==> config.mk <==
export PLATFORM = sky130hd
export DESIGN_NAME = load_store_unit_flat
export DESIGN_NICKNAME = d
export VERILOG_FILES = /design/src/rtl/lsu_pkg.sv /design/src/rtl/load_store_unit_if.sv /design/src/rtl/load_store_unit.sv /design/src/flat_wrapper.sv
export SDC_FILE = /design/constraint.sdc
export NUM_CORES = 1
export LEC_CHECK = 0
export ABC_AREA = 1
export BUFFER_PORTS_ARGS = -buffer_cell sky130_fd_sc_hd__buf_2
export CAP_MARGIN = 30
export CORE_MARGIN = 5
export CORE_UTILIZATION = 25
export DETAILED_ROUTE_END_ITERATION = 12
export GPL_TIMING_DRIVEN = 0
export PLACE_DENSITY = 0.49
export SYNTH_ARGS = -nofsm -noshare
export SYNTH_HDL_FRONTEND = slang
export SYNTH_SLANG_ARGS = --single-unit
==> constraint.sdc <==
create_clock -name clk -period 1.51 [get_ports clk]
set_input_delay 0.151 -clock clk [delete_from_list [all_inputs] [get_ports clk]]
set_output_delay 0.151 -clock clk [all_outputs]
set_load 0.02 [all_outputs]
==> src/rtl/lsu_pkg.sv <==
// Load/store unit shared types: FSM state encoding, RV32I width codes,
// and the funct3 legality / natural-alignment checks used at accept time.
package lsu_pkg;

  typedef enum logic [1:0] {
    S_IDLE    = 2'd0,
    S_ACCESS  = 2'd1,
    S_CAPTURE = 2'd2,
    S_RESP    = 2'd3
  } lsu_state_e;

  localparam logic [2:0] F3_B  = 3'b000;
  localparam logic [2:0] F3_H  = 3'b001;
  localparam logic [2:0] F3_W  = 3'b010;
  localparam logic [2:0] F3_BU = 3'b100;
  localparam logic [2:0] F3_HU = 3'b101;

  function automatic logic f3_legal(
    input logic       we,
    input logic [2:0] f3
  );
    logic ok;
    ok = 1'b0;
    unique case (1'b1)
      (f3 == F3_B),
      (f3 == F3_H),
      (f3 == F3_W):  ok = 1'b1;
      (f3 == F3_BU),
      (f3 == F3_HU): ok = !we;
      default:       ok = 1'b0;
    endcase
    return ok;
  endfunction

  function automatic logic f3_aligned(
    input logic [2:0] f3,
    input logic [1:0] lsb
  );
    logic ok;
    ok = 1'b1;
    unique case (1'b1)
      (f3 == F3_H),
      (f3 == F3_HU): ok = !lsb[0];
      (f3 == F3_W):  ok = (lsb == 2'b00);
      default:       ok = 1'b1;
    endcase
    return ok;
  endfunction

endpackage

==> src/rtl/load_store_unit_if.sv <==
// CPU-side request/response handshake of the load/store unit.
// master = CPU (drives req_*, resp_ready); slave = LSU.
interface load_store_unit_if;
  logic        req_valid;
  logic        req_ready;
  logic        req_we;
  logic [2:0]  req_funct3;
  logic [31:0] req_addr;
  logic [31:0] req_wdata;
  logic        resp_valid;
  logic        resp_ready;
  logic [31:0] resp_rdata;
  logic        resp_err;

  modport master (
    output req_valid, req_we, req_funct3,
    output req_addr, req_wdata, resp_ready,
    input  req_ready, resp_valid,
    input  resp_rdata, resp_err
  );

  modport slave (
    input  req_valid, req_we, req_funct3,
    input  req_addr, req_wdata, resp_ready,
    output req_ready, resp_valid,
    output resp_rdata, resp_err
  );
endinterface

==> src/rtl/load_store_unit.sv <==
// RV32I load/store unit: one access at a time, IDLE->ACCESS->(CAPTURE)->RESP.
// Ports: clk, rst_n, bus (load_store_unit_if.slave), mem_* memory side.
// Optional: LSU_MISALIGN_CHECK_EN flags misaligned H/W accesses as errors.
import lsu_pkg::*;

module load_store_unit #(
  parameter logic [2:0] IDLE_FUNCT3 = 3'b010
) (
  input  logic                     clk,
  input  logic                     rst_n,
  load_store_unit_if.slave         bus,
  output logic                     mem_write,
  output logic [2:0]               mem_funct3,
  output logic [31:0]              mem_write_address,
  output logic [31:0]              mem_read_address,
  output logic [31:0]              mem_write_data,
  input  logic [31:0]              mem_read_data
);

  lsu_state_e  state_q;
  lsu_state_e  state_d;
  logic        we_q;
  logic [2:0]  f3_q;
  logic [31:0] addr_q;
  logic [31:0] wdata_q;
  logic [31:0] rdata_q;
  logic        err_q;
  logic        accept;
  logic        legal;

  assign accept = bus.req_valid && bus.req_ready;

`ifdef LSU_MISALIGN_CHECK_EN
  assign legal = f3_legal(bus.req_we, bus.req_funct3)
              && f3_aligned(bus.req_funct3, bus.req_addr[1:0]);
`else
  assign legal = f3_legal(bus.req_we, bus.req_funct3);
`endif

  always_comb begin
    state_d = state_q;
    unique case (state_q)
      S_IDLE:
        if (accept)
          state_d = legal ? S_ACCESS : S_RESP;
      S_ACCESS:
        state_d = we_q ? S_RESP : S_CAPTURE;
      S_CAPTURE:
        state_d = S_RESP;
      S_RESP:
        if (bus.resp_ready)
          state_d = S_IDLE;
      default:
        state_d = S_IDLE;
    endcase
  end

  always_ff @(posedge clk or negedge rst_n) begin
    if (!rst_n) begin
      state_q <= S_IDLE;
      we_q    <= 1'b0;
      f3_q    <= 3'b000;
      addr_q  <= '0;
      wdata_q <= '0;
      rdata_q <= '0;
      err_q   <= 1'b0;
    end else begin
      state_q <= state_d;
      if (accept) begin
        we_q    <= bus.req_we;
        f3_q    <= bus.req_funct3;
        addr_q  <= bus.req_addr;
        wdata_q <= bus.req_wdata;
        rdata_q <= '0;
        err_q   <= !legal;
      end
      if (state_q == S_CAPTURE)
        rdata_q <= mem_read_data;
    end
  end

  // rst_n gates ready so nothing is accepted while reset is held
  assign bus.req_ready  = rst_n && (state_q == S_IDLE);
  assign bus.resp_valid = (state_q == S_RESP);
  assign bus.resp_rdata = rdata_q;
  assign bus.resp_err   = err_q;

  // state-only decode: async reset to IDLE drops the strobe at once
  assign mem_write = (state_q == S_ACCESS) && we_q;
  assign mem_funct3 = (state_q == S_IDLE) ? IDLE_FUNCT3 : f3_q;
  assign mem_write_address = addr_q;
  assign mem_read_address  = addr_q;
  assign mem_write_data    = wdata_q;

endmodule

==> src/flat_wrapper.sv <==
// flat-port wrapper written by rule: the top's interface ports become plain ports
module load_store_unit_flat 
#(
  parameter logic [2:0] IDLE_FUNCT3 = 3'b010
)
  (clk, rst_n, mem_write, mem_funct3, mem_write_address, mem_read_address, mem_write_data, mem_read_data, bus_req_valid, bus_req_we, bus_req_funct3, bus_req_addr, bus_req_wdata, bus_resp_ready, bus_req_ready, bus_resp_valid, bus_resp_rdata, bus_resp_err);
  load_store_unit_if bus_i ();
  input  logic clk;
  input  logic rst_n;
  output logic mem_write;
  output logic [2:0] mem_funct3;
  output logic [31:0] mem_write_address;
  output logic [31:0] mem_read_address;
  output logic [31:0] mem_write_data;
  input  logic [31:0] mem_read_data;
  input wire logic [$bits(bus_i.req_valid)-1:0] bus_req_valid;
  input wire logic [$bits(bus_i.req_we)-1:0] bus_req_we;
  input wire logic [$bits(bus_i.req_funct3)-1:0] bus_req_funct3;
  input wire logic [$bits(bus_i.req_addr)-1:0] bus_req_addr;
  input wire logic [$bits(bus_i.req_wdata)-1:0] bus_req_wdata;
  input wire logic [$bits(bus_i.resp_ready)-1:0] bus_resp_ready;
  output wire logic [$bits(bus_i.req_ready)-1:0] bus_req_ready;
  output wire logic [$bits(bus_i.resp_valid)-1:0] bus_resp_valid;
  output wire logic [$bits(bus_i.resp_rdata)-1:0] bus_resp_rdata;
  output wire logic [$bits(bus_i.resp_err)-1:0] bus_resp_err;
  assign bus_i.req_valid = bus_req_valid;
  assign bus_i.req_we = bus_req_we;
  assign bus_i.req_funct3 = bus_req_funct3;
  assign bus_i.req_addr = bus_req_addr;
  assign bus_i.req_wdata = bus_req_wdata;
  assign bus_i.resp_ready = bus_resp_ready;
  assign bus_req_ready = bus_i.req_ready;
  assign bus_resp_valid = bus_i.resp_valid;
  assign bus_resp_rdata = bus_i.resp_rdata;
  assign bus_resp_err = bus_i.resp_err;
  load_store_unit #(.IDLE_FUNCT3(IDLE_FUNCT3)) u_core (.clk(clk), .rst_n(rst_n), .bus(bus_i), .mem_write(mem_write), .mem_funct3(mem_funct3), .mem_write_address(mem_write_address), .mem_read_address(mem_read_address), .mem_write_data(mem_write_data), .mem_read_data(mem_read_data));
endmodule
Yosys cells after proc, flatten, opt, wreduce, memory -nomap -nowiden
Index checks and enable logic that the tools add are counted.
{ "totals": {"regBits": 103, "elab_cells": 36, "inputBits": 104, "output_inout_bits": 135} }
{ "op_classes": {"eq_ne": 9, "muxes": 9, "n_reduce_logical": 11} }
{ "op_table": {"columns": ["operator", "n"], "rows": [
  ["$mux W32", 2],
  ["$pmux W2 S4", 1],
  ["$eq A3 B3 Y1 const B", 2],
  ["$mux W2", 3],
  ["$eq A2 B2 Y1 const B", 2],
  ["$eq A3 B1 Y1 const B", 1],
  ["$eq A3 B2 Y1 const B", 1],
  ["$logic_and A1 B1 Y1", 3],
  ["$logic_not A3 Y1", 1],
  ["$mux W3", 1],
  ["$reduce_or A3 Y1", 1],
  ["$eq A2 B1 Y1 const B", 1],
  ["$logic_not A1 Y1", 2],
  ["$logic_not A2 Y1", 1],
  ["$ne A2 B1 Y1 const B", 1],
  ["$ne A2 B2 Y1 const B", 1],
  ["$pmux W1 S2", 1],
  ["$reduce_and A2 Y1", 1],
  ["$reduce_bool A2 Y1", 1],
  ["$reduce_or A2 Y1", 1],
  ["$mux W1", 1]
]} }

Depth between registers and ports, before layout
Gate-level depths: netlist of the first run.
{ "depth": {"word_depth": 6, "mapped_depth": 8, "mapped_depth_nobuf": 8} }

Least setup slack after synthesis of the first run
Ideal clock, no wire load.
{ "synth_path": {"path_kind": "register to register", "from": "reg u_core.state_q[0]", "to": "reg u_core.addr_q[22] (netlist: u_core.mem_read_address[22])", "t_required_ns": 1.394, "path_stages_with_launch": 8, "path_slack_ns": 0.014, "synth_period_minus_slack_ns": 1.496, "path_buffers": 2, "arrival_ns": 1.379, "setup_ns": 0.116, "cell_sequence": "dfrtp_1 -> inv_1 -> ha_1 -> nand3_2 -> buf_2 -> buf_2 -> nand2_1 -> nand2_1"} }
{ "synth_via": {"elab_chain_len": 3} }
{ "synth_rtl": {"columns": ["item", "line_no", "rtl"], "rows": [
  ["start, declared", "load_store_unit.sv:20", "lsu_state_e state_q;"],
  ["start signal, assigned", "load_store_unit.sv:68", "state_q <= state_d;"],
  ["$logic_not A2 Y1", "load_store_unit.sv:83", "assign bus.req_ready = rst_n && (state_q == S_IDLE);"],
  ["$logic_and A1 B1 Y1", "load_store_unit.sv:83", null],
  ["$logic_and A1 B1 Y1", "load_store_unit.sv:31", "assign accept = bus.req_valid && bus.req_ready;"],
  ["end signal, assigned", "load_store_unit.sv:72", "addr_q <= bus.req_addr;"],
  ["end, declared", "load_store_unit.sv:24", "logic [31:0] addr_q;"]
]} }
Every way passes these cells.
A chain may end at the register's enable or synchronous reset.

Worst setup path in the final report of the first run
{ "layout_path": {"from": "reg u_core.state_q[0]", "to": "out mem_funct3[1]"} }
{ "layout_via": {"elab_chain_len": 2} }
{ "layout_rtl": {"columns": ["item", "line_no", "rtl"], "rows": [
  ["$logic_not A2 Y1", "load_store_unit.sv:90", "assign mem_funct3 = (state_q == S_IDLE) ? IDLE_FUNCT3 : f3_q;"],
  ["$mux W3", "load_store_unit.sv:90", null],
  ["end, declared", "flat_wrapper.sv:11", "output logic [2:0] mem_funct3;"]
]} }
Every way passes these cells.

==> results by group, run 1 <==
STA
  • Slew @ Worst Pin: 0.555 ns
  • Setup Skew: 0.00639 ns
  • Slew headroom: 0.629
  • Final slew viol count: 0
  • Fmax: 669 MHz
  • Hold Violations, Final: 86
  • RSZ-0062 raised after global routing: true
  • Worst hold slack: -0.373 ns
  • Final min period: 1.49 ns
  • Final setup fails: 0
  • Final period utilization: 0.990

Yosys
  • Mapped Area: 4330 µm²
  • Syn Area/Cell: 8.61 µm²
  • Distinct cells, synth: 14
  • Yosys top cell area share: 0.595
  • Synth Register Bits: 103
  • Async SR Flop Fraction: 1.00
  • Syn Nets: 612
  • Area leader, netlist: dfrtp_1
  • Synth top cells by count: 280 x nand2_1, 103 x dfrtp_1, 37 x buf_4
  • Ys flop type: dfrtp_1
  • Ranking of synthesized cells by area: dfrtp_1 60%, nand2_1 24%, buf_4 6.4%
  • Number of flops mapped to enable cells by yosys: 0
  • Syn Inst Count: 503
  • Sequential-to-total area share from yosys stat: 0.595
  • Yosys warnings: 0
  • Most common cell in the netlist: nand2_1

Floorplan
  • Row cnt: 48
  • Core area: 17100 µm²
  • Chip height: 142 µm
  • Die area: 20000 µm²
  • Initial Utilization: 0.253
  • I/O pin count: 239
  • Die width: 142 µm

Critical path
  • CP endpoint kind: output pin
  • Largest stage delay on the critical path: 0.37 ns
  • Cell Chain, Critical Path: inv_2 -> ha_4 -> or2_4 -> buf_6
  • Launching point of the worst reg2reg path: u_core.state_q[0]$_DFFE_PN0P_
  • WS Path Type: flip-flop to output pin
  • Max FO, Critical Path: 5
  • Flop2flop setup slack: 0.03 ns
  • CP max stage cell: dfrtp_1
  • CP required: 1.36 ns
  • Beginning of the critical path: u_core.state_q[0]$_DFFE_PN0P_
  • Crit path arrival time: 1.34 ns
  • CP startpoint kind: flip-flop

Placement
  • GP Congestion: 0.757
  • Hpwl dp: 9950 µm
  • Port bufs: 238
  • Placed cell count: 967

Global route
  • Met1 usage: 0.185
  • Largest net degree at the start of global routing: 75
  • Initial antenna violation count: 0
  • Total congestion overflow: 0
  • GR met2 Demand/Resource: 0.236
  • M3 GR Usage: 0.0411
  • Total global-route track usage: 0.143
  • GRT busiest layer: met2
  • Vias in the first global route: 4417
  • First-pass GRT wire length: 23000 µm

Clock network
  • CTS Sinks: 103
  • Worst-Skew Late Latency: 0.35 ns
  • H-tree Lvls: 3
  • Clock transition at path regs: 0.08 ns
  • # hold bufs at CTS: 87
  • Clock root buffer: clkbuf_16
  • CTS tree: built
  • Total CTS buffers: 9
  • Clk buf depth: 2

Worst hold path
  • HP Class: primary input to asynchronous set/reset pin

Route
  • Detailed Route Iter0 Violations: 140
  • Total number of vias: 4395
  • DRT Pass-1 Iters: 4
  • WL per Instance: 13.9 µm
  • Final ANT Viol Nets: 0
  • DR DRC count: 0
  • Routed wire length: 15100 µm
  • Vias/cell: 4.03

Run status
  • Violated checks: hold timing
  • Outcome: finished, violations left

Final layout
  • Area of the multi-input gates: 1550 µm²
  • Layout Cells excl Fill: 1090
  • FF+latch area: 2580 µm²
  • Area added between synthesis and finish: 77.6%
  • Antenna diodes: 0
  • Layout cells sized above 1: 0.438
  • Number of fill cells: 1681
  • Nets: 969

Power
  • Total chip power: 15.2 mW
  • PD cells: 1980 nW/µm²
  • VDD IR-drop max: 854 µV
  • Static Leak: 4.35 nW

Job
  • Max_cap viols: 0
## routing by layer
metal  wire (µm)  vias up
li1            -     2223
met1        6570     2011
met2        7210      147
met3        1150       14
met4         177        0
met5           0        -
## flip-flops by register name (all words and copies together) (netlist names)
name	count
u_core.bus.resp_rdata	32
u_core.mem_read_address	32
u_core.mem_write_data	32
u_core.f3_q	3
u_core.state_q	2
u_core.bus.resp_err	1
u_core.we_q	1
## stage by stage
stage	setup TNS (ns)	worst slack, ns	util	area, µm²
floorplan	0	0.0143	-	4330
global placement	-340.59	-2.36	0.339	5800
detailed placement	-55.82	-0.684	0.341	5840
CTS	-0.000640	-0.000640	0.423	7240
global route	-4.46	-0.0730	0.449	7690
finish	0	0.0153	0.449	7690
## kinds of logic after synthesis
family / share of synthesized area
DFF: 0.595
and+or+nand+nor: 0.290
adders and majority gates: 0.0145
buffers and inverters: 0.0948
AOI/OAI and AO/OA: 0.00578
## worst max-delay path: cells and delay by family (launching register included)
kind | cells | cell delay [ns]
buf+inv | 2 | 0.20
flops | 1 | 0.37
simple gates | 1 | 0.23
fa+ha+maj | 1 | 0.19
## timing repair
item | CTS | global route
cloned | 0 | 8
resized for setup | 49 | 74
setup buffers | 12 | 2
setup endpoints to repair | 108 | 107
hold endpoints to repair | 104 | 18
pin swaps | 3 | 25
## final cells by class
type,instances,area share
Sequential cell,103,0.335
Timing Repair Buffer,348,0.321
Multi-Input combinational cell,330,0.201
Buffer,55,0.0630
Tap cell,225,0.0366
Clock buffer,9,0.0293
Clock inverter,7,0.00716
Inverter,13,0.00700
## power by group
part	internal [mW]	leakage, nW	switching [mW]	total [mW]
Clock	1.14	0.133	1.13	2.26
Combinational	3.35	2.93	4.76	8.11
Sequential	4.03	1.29	0.818	4.85
Total	8.52	4.35	6.70	15.2
## path summary, 6_finish.rpt
| check | endpoint | depth (start not counted) |
|---|---|---|
| max in group asynchronous | u_core.mem_write_data[29]$_DFFE_PN0P_ | 3 |
| min in group clk | u_core.bus.resp_rdata[31]$_DFFE_PN0P_ | 3 |
| min | u_core.mem_read_address[24]$_DFFE_PN0P_ | 1 |
| min reg2reg | u_core.bus.resp_err$_DFFE_PN0P_ | 2 |
| max | mem_funct3[1] | 4 |
| max reg2reg | u_core.mem_read_address[25]$_DFFE_PN0P_ | 8 |
## cells in the final DEF, fill, tap and decap left out, types with 3 or more instances in the layout
master and count:
buf_12 3, buf_2 235, buf_4 41, buf_6 12
buf_8 9, clkbuf_16 17, dfrtp_1 103, dlygate4sd3_1 87
ha_1 3, inv_1 9, inv_2 3, inv_6 4
nand2_1 259, nand2_2 17, nand2_4 4, nand3_1 16
nand3_2 19, o21ai_0 3
No activity file was read; power rests on OpenSTA's default activity.
==> run 2, diff against run 1 <==
--- a/config.mk
+++ b/config.mk
@@ -11,7 +11,9 @@
 export CORE_MARGIN = 5
 export CORE_UTILIZATION = 25
 export DETAILED_ROUTE_END_ITERATION = 12
+export GPL_ROUTABILITY_DRIVEN = 1
 export GPL_TIMING_DRIVEN = 0
+export HOLD_SLACK_MARGIN = 0.03
 export PLACE_DENSITY = 0.49
 export SYNTH_ARGS = -nofsm -noshare
 export SYNTH_HDL_FRONTEND = slang
==> results by group, run 2 (synthesis gave the netlist of run 1 again) <==
Run status
  • Outcome: finished, violations left
  • Violated checks: hold timing

Placement
  • GP Congestion: 0.757 (unchanged)
  • Port bufs: 238 (unchanged)
  • Placed cell area: 5840 µm² (unchanged)
  • Hpwl dp: 9950 µm (unchanged)

Global route
  • Vias in the first global route: 4485 (+1.5%)
  • First-pass GRT wire length: 23200 µm (+0.75%)
  • Largest net degree at the start of global routing: 88 (+17%)
  • Total congestion overflow: 0 (unchanged)
  • Initial antenna violation count: 0 (unchanged)
  • Total global-route track usage: 0.144 (+0.000559)

Critical path
  • CP startpoint kind: flip-flop
  • Beginning of the critical path: u_core.state_q[0]$_DFFE_PN0P_
  • CP endpoint kind: output pin
  • Crit path arrival time: 1.34 ns (about the same)
  • WS Path Type: flip-flop to output pin
  • Reg2Reg Capture Point: u_core.f3_q[0]$_DFFE_PN0P_
  • Crit path capture: mem_funct3[1]
  • Flop2flop setup slack: 0.04 ns (about the same)
  • Launching point of the worst reg2reg path: u_core.state_q[1]$_DFFE_PN0P_
  • Worst reg2reg path depth: 7 (-1)
  • Max FO, Critical Path: 5 (unchanged)
  • CP required: 1.36 ns (about the same)

Clock network
  • Total CTS buffers: 9 (unchanged)
  • H-tree Lvls: 3 (unchanged)
  • Clk buf depth: 2 (unchanged)
  • CTS Sinks: 103 (unchanged)
  • # hold bufs at CTS: 97 (+11%)
  • CTS tree: built
  • Worst-Skew Late Latency: 0.34 ns (about the same)
  • Clock transition at path regs: 0.07 ns (about the same)
  • Clock root buffer: clkbuf_16

Power
  • Total chip power: 14.9 mW (-1.9%)
  • Clock power share: 0.151 (+0.002)
  • Int Pwr: 8.38 mW (-1.7%)
  • Sequential share of power: 0.322 (+0.004)
  • PD cells: 2000 nW/µm² (+1.0%)
  • Switching Fraction: 0.439 (-0.00155)
  • Psw: 6.55 mW (-2.3%)
  • Comb pwr share: 0.527 (-0.006)
  • VDD IR-drop max: 860 µV (+0.72%)
  • Static Leak: 4.25 nW (-2.4%)

Worst hold path
  • HP Class: primary input to asynchronous set/reset pin

STA
  • Worst hold slack: -0.370 ns (+0.00349 ns)
  • RSZ-0062 raised after global routing: true
  • Final slew viol count: 0 (unchanged)
  • Setup Skew: 0.00489 ns (-0.00150 ns)
  • Final min period: 1.49 ns (-0.00292 ns)
  • Slew @ Worst Pin: 0.455 ns (-0.101 ns)
  • Slew headroom: 0.697 (+0.0683)
  • Hold Violations, Final: 42 (-51%)
  • Final setup fails: 0 (unchanged)
  • Final period utilization: 0.988 (-0.00194)
  • Fmax: 670 MHz (+0.20%)

Floorplan
  • Initial Utilization: 0.253 (unchanged)
  • Die width: 142 µm (unchanged)
  • Core area: 17100 µm² (unchanged)
  • Row cnt: 48 (unchanged)
  • Chip height: 142 µm (unchanged)
  • I/O pin count: 239 (unchanged)
  • Die area: 20000 µm² (unchanged)

Final layout
  • Layout cells sized above 1: 0.391 (-0.0469)
  • Commonest cells after routing, fill and taps aside: 279 x nand2_1, 234 x buf_2, 103 x dfrtp_1
  • Number of fill cells: 1705 (+1.4%)
  • Most common cell after layout, fill and taps aside: nand2_1
  • Final instance area: 7460 µm² (-2.9%)
  • Nets: 973 (+0.41%)
  • Area added between synthesis and finish: 72.4%
  • Antenna diodes: 0 (unchanged)

Route
  • Routed wire length: 14700 µm (-2.8%)
  • DRT Pass-1 Iters: 4 (unchanged)
  • Total number of vias: 4403 (+0.18%)
  • Vias/cell: 4.02 (-0.18%)
  • DR DRC count: 0 (unchanged)
  • Final ANT Viol Nets: 0 (unchanged)
  • WL per Instance: 13.4 µm (-3.2%)
  • Detailed Route Iter0 Violations: 136 (-2.9%)

Job
  • Max_cap viols: 0 (unchanged)
[run 2: cell types whose count changed in the layout (fill, tap and decap cells not counted), sizes merged]
cell,before,now
dlygate4sd3,87,97
clkbuf,23,17
[run 2: repair_timing]
action,CTS,global route
buffers inserted,12,4
setup endpoints to repair,108,107
pin swaps,3,2
resized for setup,49,35
endpoints found under the hold margin,200,18
[run 2: per-stage QoR]
stage,TNS [ns],cells,util,setup WS [ns],hold slack [ns]
floorplan,0,503,-,0.0143,-0.145
global placement,-340.59,966,0.339,-2.36,0.348
detailed placement,-55.82,967,0.341,-0.684,0.00781
CTS,-0.000785,1090,0.429,-0.000640,-0.383
global route,-3.37,1094,0.436,-0.0688,-0.374
finish,0,1094,0.436,0.0182,-0.370
[run 2: how the worst min path moves through the flow]
stage / to / slack, ns / cells past startpoint / start
6_report: u_core.mem_read_address[24]$_DFFE_PN0P_ / -0.37 / 1 / rst_n
3_3_place_gp: u_core.mem_read_address[5]$_DFFE_PN0P_ / 0.35 / 3 / bus_req_addr[5]
4_1_cts: u_core.mem_read_address[24]$_DFFE_PN0P_ / -0.38 / 1 / rst_n
2_1_floorplan: u_core.bus.resp_err$_DFFE_PN0P_ / -0.14 / 0 / rst_n
3_5_place_dp: u_core.mem_read_address[24]$_DFFE_PN0P_ / 0.008 / 1 / rst_n
5_1_grt: u_core.mem_read_address[24]$_DFFE_PN0P_ / -0.37 / 1 / rst_n
[run 2: cell type report]
class / count / area [µm²] / area share
Buffer: 55 / 484 / 0.0649
Sequential cell: 103 / 2580 / 0.345
Inverter: 13 / 51.3 / 0.00687
Timing Repair Buffer: 352 / 2360 / 0.317
Clock buffer: 9 / 225 / 0.0302
Tap cell: 225 / 282 / 0.0377
Multi-Input combinational cell: 330 / 1420 / 0.191
Clock inverter: 7 / 55.1 / 0.00738
[run 2: routing by layer]
layer | track usage | wire (µm) | vias to the layer above
met4 | 0.0449 | 259 | 0
met3 | 0.0401 | 1140 | 21
met1 | 0.184 | 6340 | 2002
met5 | 0 | 0 | -
li1 | - | - | 2225
met2 | 0.236 | 6940 | 155
[run 2: critical path: stages, from the launching register on]
cell and delay (ns):
dfrtp_1 0.37, inv_2 0.07, ha_4 0.19, or2_4 0.23, buf_6 0.13
[run 2: power by group through the flow]
stage          clock network, mW  logic [mW]  registers, mW
2_1_floorplan                  0        3.07           6.24
3_3_place_gp                   0        7.02           4.83
3_5_place_dp                   0        7.06           4.85
4_1_cts                     2.36        7.73           4.80
5_1_grt                     2.45        8.60           5.00
6_report                    2.25        7.87           4.81
==> run 3, diff against run 2 <==
--- a/config.mk
+++ b/config.mk
@@ -8,13 +8,15 @@
 export ABC_AREA = 1
 export BUFFER_PORTS_ARGS = -buffer_cell sky130_fd_sc_hd__buf_2
 export CAP_MARGIN = 30
+export CELL_PAD_IN_SITES_DETAIL_PLACEMENT = 0
+export CELL_PAD_IN_SITES_GLOBAL_PLACEMENT = 2
 export CORE_MARGIN = 5
-export CORE_UTILIZATION = 25
+export CORE_UTILIZATION = 21
 export DETAILED_ROUTE_END_ITERATION = 12
 export GPL_ROUTABILITY_DRIVEN = 1
 export GPL_TIMING_DRIVEN = 0
 export HOLD_SLACK_MARGIN = 0.03
-export PLACE_DENSITY = 0.49
+export PLACE_DENSITY = 0.71
 export SYNTH_ARGS = -nofsm -noshare
 export SYNTH_HDL_FRONTEND = slang
 export SYNTH_SLANG_ARGS = --single-unit
==> results by group, run 3 (synthesis gave the netlist of run 1 again) <==
Final layout
  • Most common cell after layout, fill and taps aside: nand2_1
  • Final Util: 0.372 (-0.0636)
  • Commonest cells after routing, fill and taps aside: 264 x nand2_1, 238 x buf_2, 103 x dfrtp_1
  • Nets: 971 (-0.21%)
  • Layout cells sized above 1: 0.400 (+0.00898)
  • Area added between synthesis and finish: 74.6%
  • Number of fill cells: 2168 (+27%)
  • Antenna diodes: 0 (unchanged)

Job
  • Max_cap viols: 0 (unchanged)

Floorplan
  • Core area: 20300 µm² (+19%)
  • Die width: 154 µm (+8.5%)
  • Chip height: 154 µm (+8.5%)
  • Initial Utilization: 0.213 (-0.0397)
  • Die area: 23600 µm² (+18%)
  • I/O pin count: 239 (unchanged)
  • Row cnt: 52 (+8.3%)

Route
  • DRT Pass-1 Iters: 4 (unchanged)
  • Routed wire length: 15300 µm (+4.1%)
  • DR DRC count: 0 (unchanged)
  • Total number of vias: 4366 (-0.84%)
  • Vias/cell: 3.84 (-4.6%)
  • Detailed Route Iter0 Violations: 121 (-11%)
  • WL per Instance: 13.4 µm (+0.16%)
  • Final ANT Viol Nets: 0 (unchanged)

Clock network
  • Worst-Skew Late Latency: 0.34 ns (about the same)
  • Clock transition at path regs: 0.07 ns (about the same)
  • Clk buf depth: 2 (unchanged)
  • Clock root buffer: clkbuf_16
  • CTS tree: built
  • Total CTS buffers: 9 (unchanged)
  • H-tree Lvls: 3 (unchanged)
  • CTS Sinks: 103 (unchanged)

Placement
  • Hpwl dp: 10600 µm (+6.7%)
  • Port bufs: 238 (unchanged)
  • GP Congestion: 0.724 (-4.3%)
  • Dpl ws: -0.573 ns (+0.111 ns)

STA
  • Sum Neg Setup Slack: 0 ns (unchanged)
  • Final min period: 1.49 ns (-0.00664 ns)
  • Slew headroom: 0.729 (+0.0318)
  • Setup Skew: 0.00524 ns (+0.000354 ns)
  • Slew @ Worst Pin: 0.407 ns (-0.0477 ns)
  • Fin worst setup slack: 0.0248 ns (+0.00664 ns)
  • Final period utilization: 0.984 (-0.00440)
  • Final setup fails: 0 (unchanged)
  • Hold Violations, Final: 0 (-100%)
  • Final slew viol count: 0 (unchanged)
  • Worst hold slack: 0.0772 ns (+0.447 ns)
  • Fmax: 673 MHz (+0.45%)
  • RSZ-0062 raised after global routing: true

Critical path
  • Crit path arrival time: 1.33 ns (about the same)
  • CP startpoint kind: flip-flop
  • CP endpoint kind: output pin
  • Flop2flop setup slack: 0.07 ns (+0.03 ns)
  • CP required: 1.36 ns (about the same)
  • Worst reg2reg path depth: 7 (unchanged)
  • WS Path Type: flip-flop to output pin
  • Max FO, Critical Path: 6 (+1)

Worst hold path
  • HP Class: primary input to flip-flop
  • Cells on Worst Hold Path: 3

Power
  • PD cells: 2010 nW/µm² (+0.48%)
  • Total chip power: 15.2 mW (+1.8%)
  • Static Leak: 4.27 nW (+0.41%)
  • VDD IR-drop max: 685 µV (-20%)

Global route
  • Initial antenna violation count: 0 (unchanged)
  • First-pass GRT wire length: 24600 µm (+6.4%)
  • Largest net degree at the start of global routing: 72 (-18%)
  • Vias in the first global route: 4507 (+0.49%)
  • Total congestion overflow: 0 (unchanged)
  • Total global-route track usage: 0.128 (-0.0154)

Run status
  • Outcome: completed
run 3: cell types whose count changed in the layout (fill, tap and decap cells not counted), moves of 2 or more:
cell and change:
nand2_2 +15, buf_4 -4, inv_6 -3, clkbuf_2 +2, nand3_1 +5, nand3_2 -5
nand2_1 -15, bufinv_16 +2, clkbuf_16 +2, clkbuf_8 +3, buf_2 +4, buf_6 -4
run 3: final timing paths:
check | start | endpoint
min | bus_req_funct3[2] | u_core.f3_q[2]$_DFFE_PN0P_
min in group asynchronous | rst_n | u_core.mem_write_data[11]$_DFFE_PN0P_
min reg2reg | u_core.mem_write_data[10]$_DFFE_PN0P_ | u_core.mem_write_data[10]$_DFFE_PN0P_
max | u_core.state_q[0]$_DFFE_PN0P_ | mem_funct3[1]
max reg2reg | u_core.state_q[0]$_DFFE_PN0P_ | u_core.mem_write_data[3]$_DFFE_PN0P_
max in group asynchronous | rst_n | u_core.bus.resp_rdata[12]$_DFFE_PN0P_
run 3: cell type report:
cell class                 count  area, µm²  area share
buffer                        56        472      0.0624
clock buffer                  12        267      0.0353
clock inverter                 4       76.3      0.0101
inverter                      13       53.8     0.00712
multi-input combinational    330       1410       0.186
sequential                   103       2580       0.341
tap                          270        338      0.0447
timing repair buffer         349       2370       0.313
run 3: power breakdown:
group | internal, mW | leakage, nW | switching, mW
registers | 4.03 | 1.29 | 0.789
logic | 3.11 | 2.81 | 4.59
clock network | 1.59 | 0.165 | 1.07
run 3: worst max-delay path: stages, from the launching register on:
cell,delay [ns]
dfrtp_1,0.37
inv_2,0.07
ha_4,0.19
or2_4,0.23
buf_6,0.13
run 3: metrics by stage:
stage	std cells	cell area [µm²]
final	1137	7560
after global routing	1137	7560
after CTS	1132	7410
after detailed placement	1012	5890
after global placement	1011	5860
after floorplan	503	4330
run 3: timing repair:
action | CTS | global route
hold buffers | 99 | 0
cloned | 0 | 2
hold endpoints to repair | 129 | 0
resized for setup | 45 | 43
pin swaps | 3 | 2
setup buffers | 6 | 3
setup endpoints to repair | 108 | 106
run 3: per-layer routing:
metal  vias up  wire, µm  GRT usage
li1       2231         -          -
met1      1989      6760      0.159
met2       135      7270      0.218
met3        11      1060     0.0349
met4         0       198     0.0391
met5         -         0          0
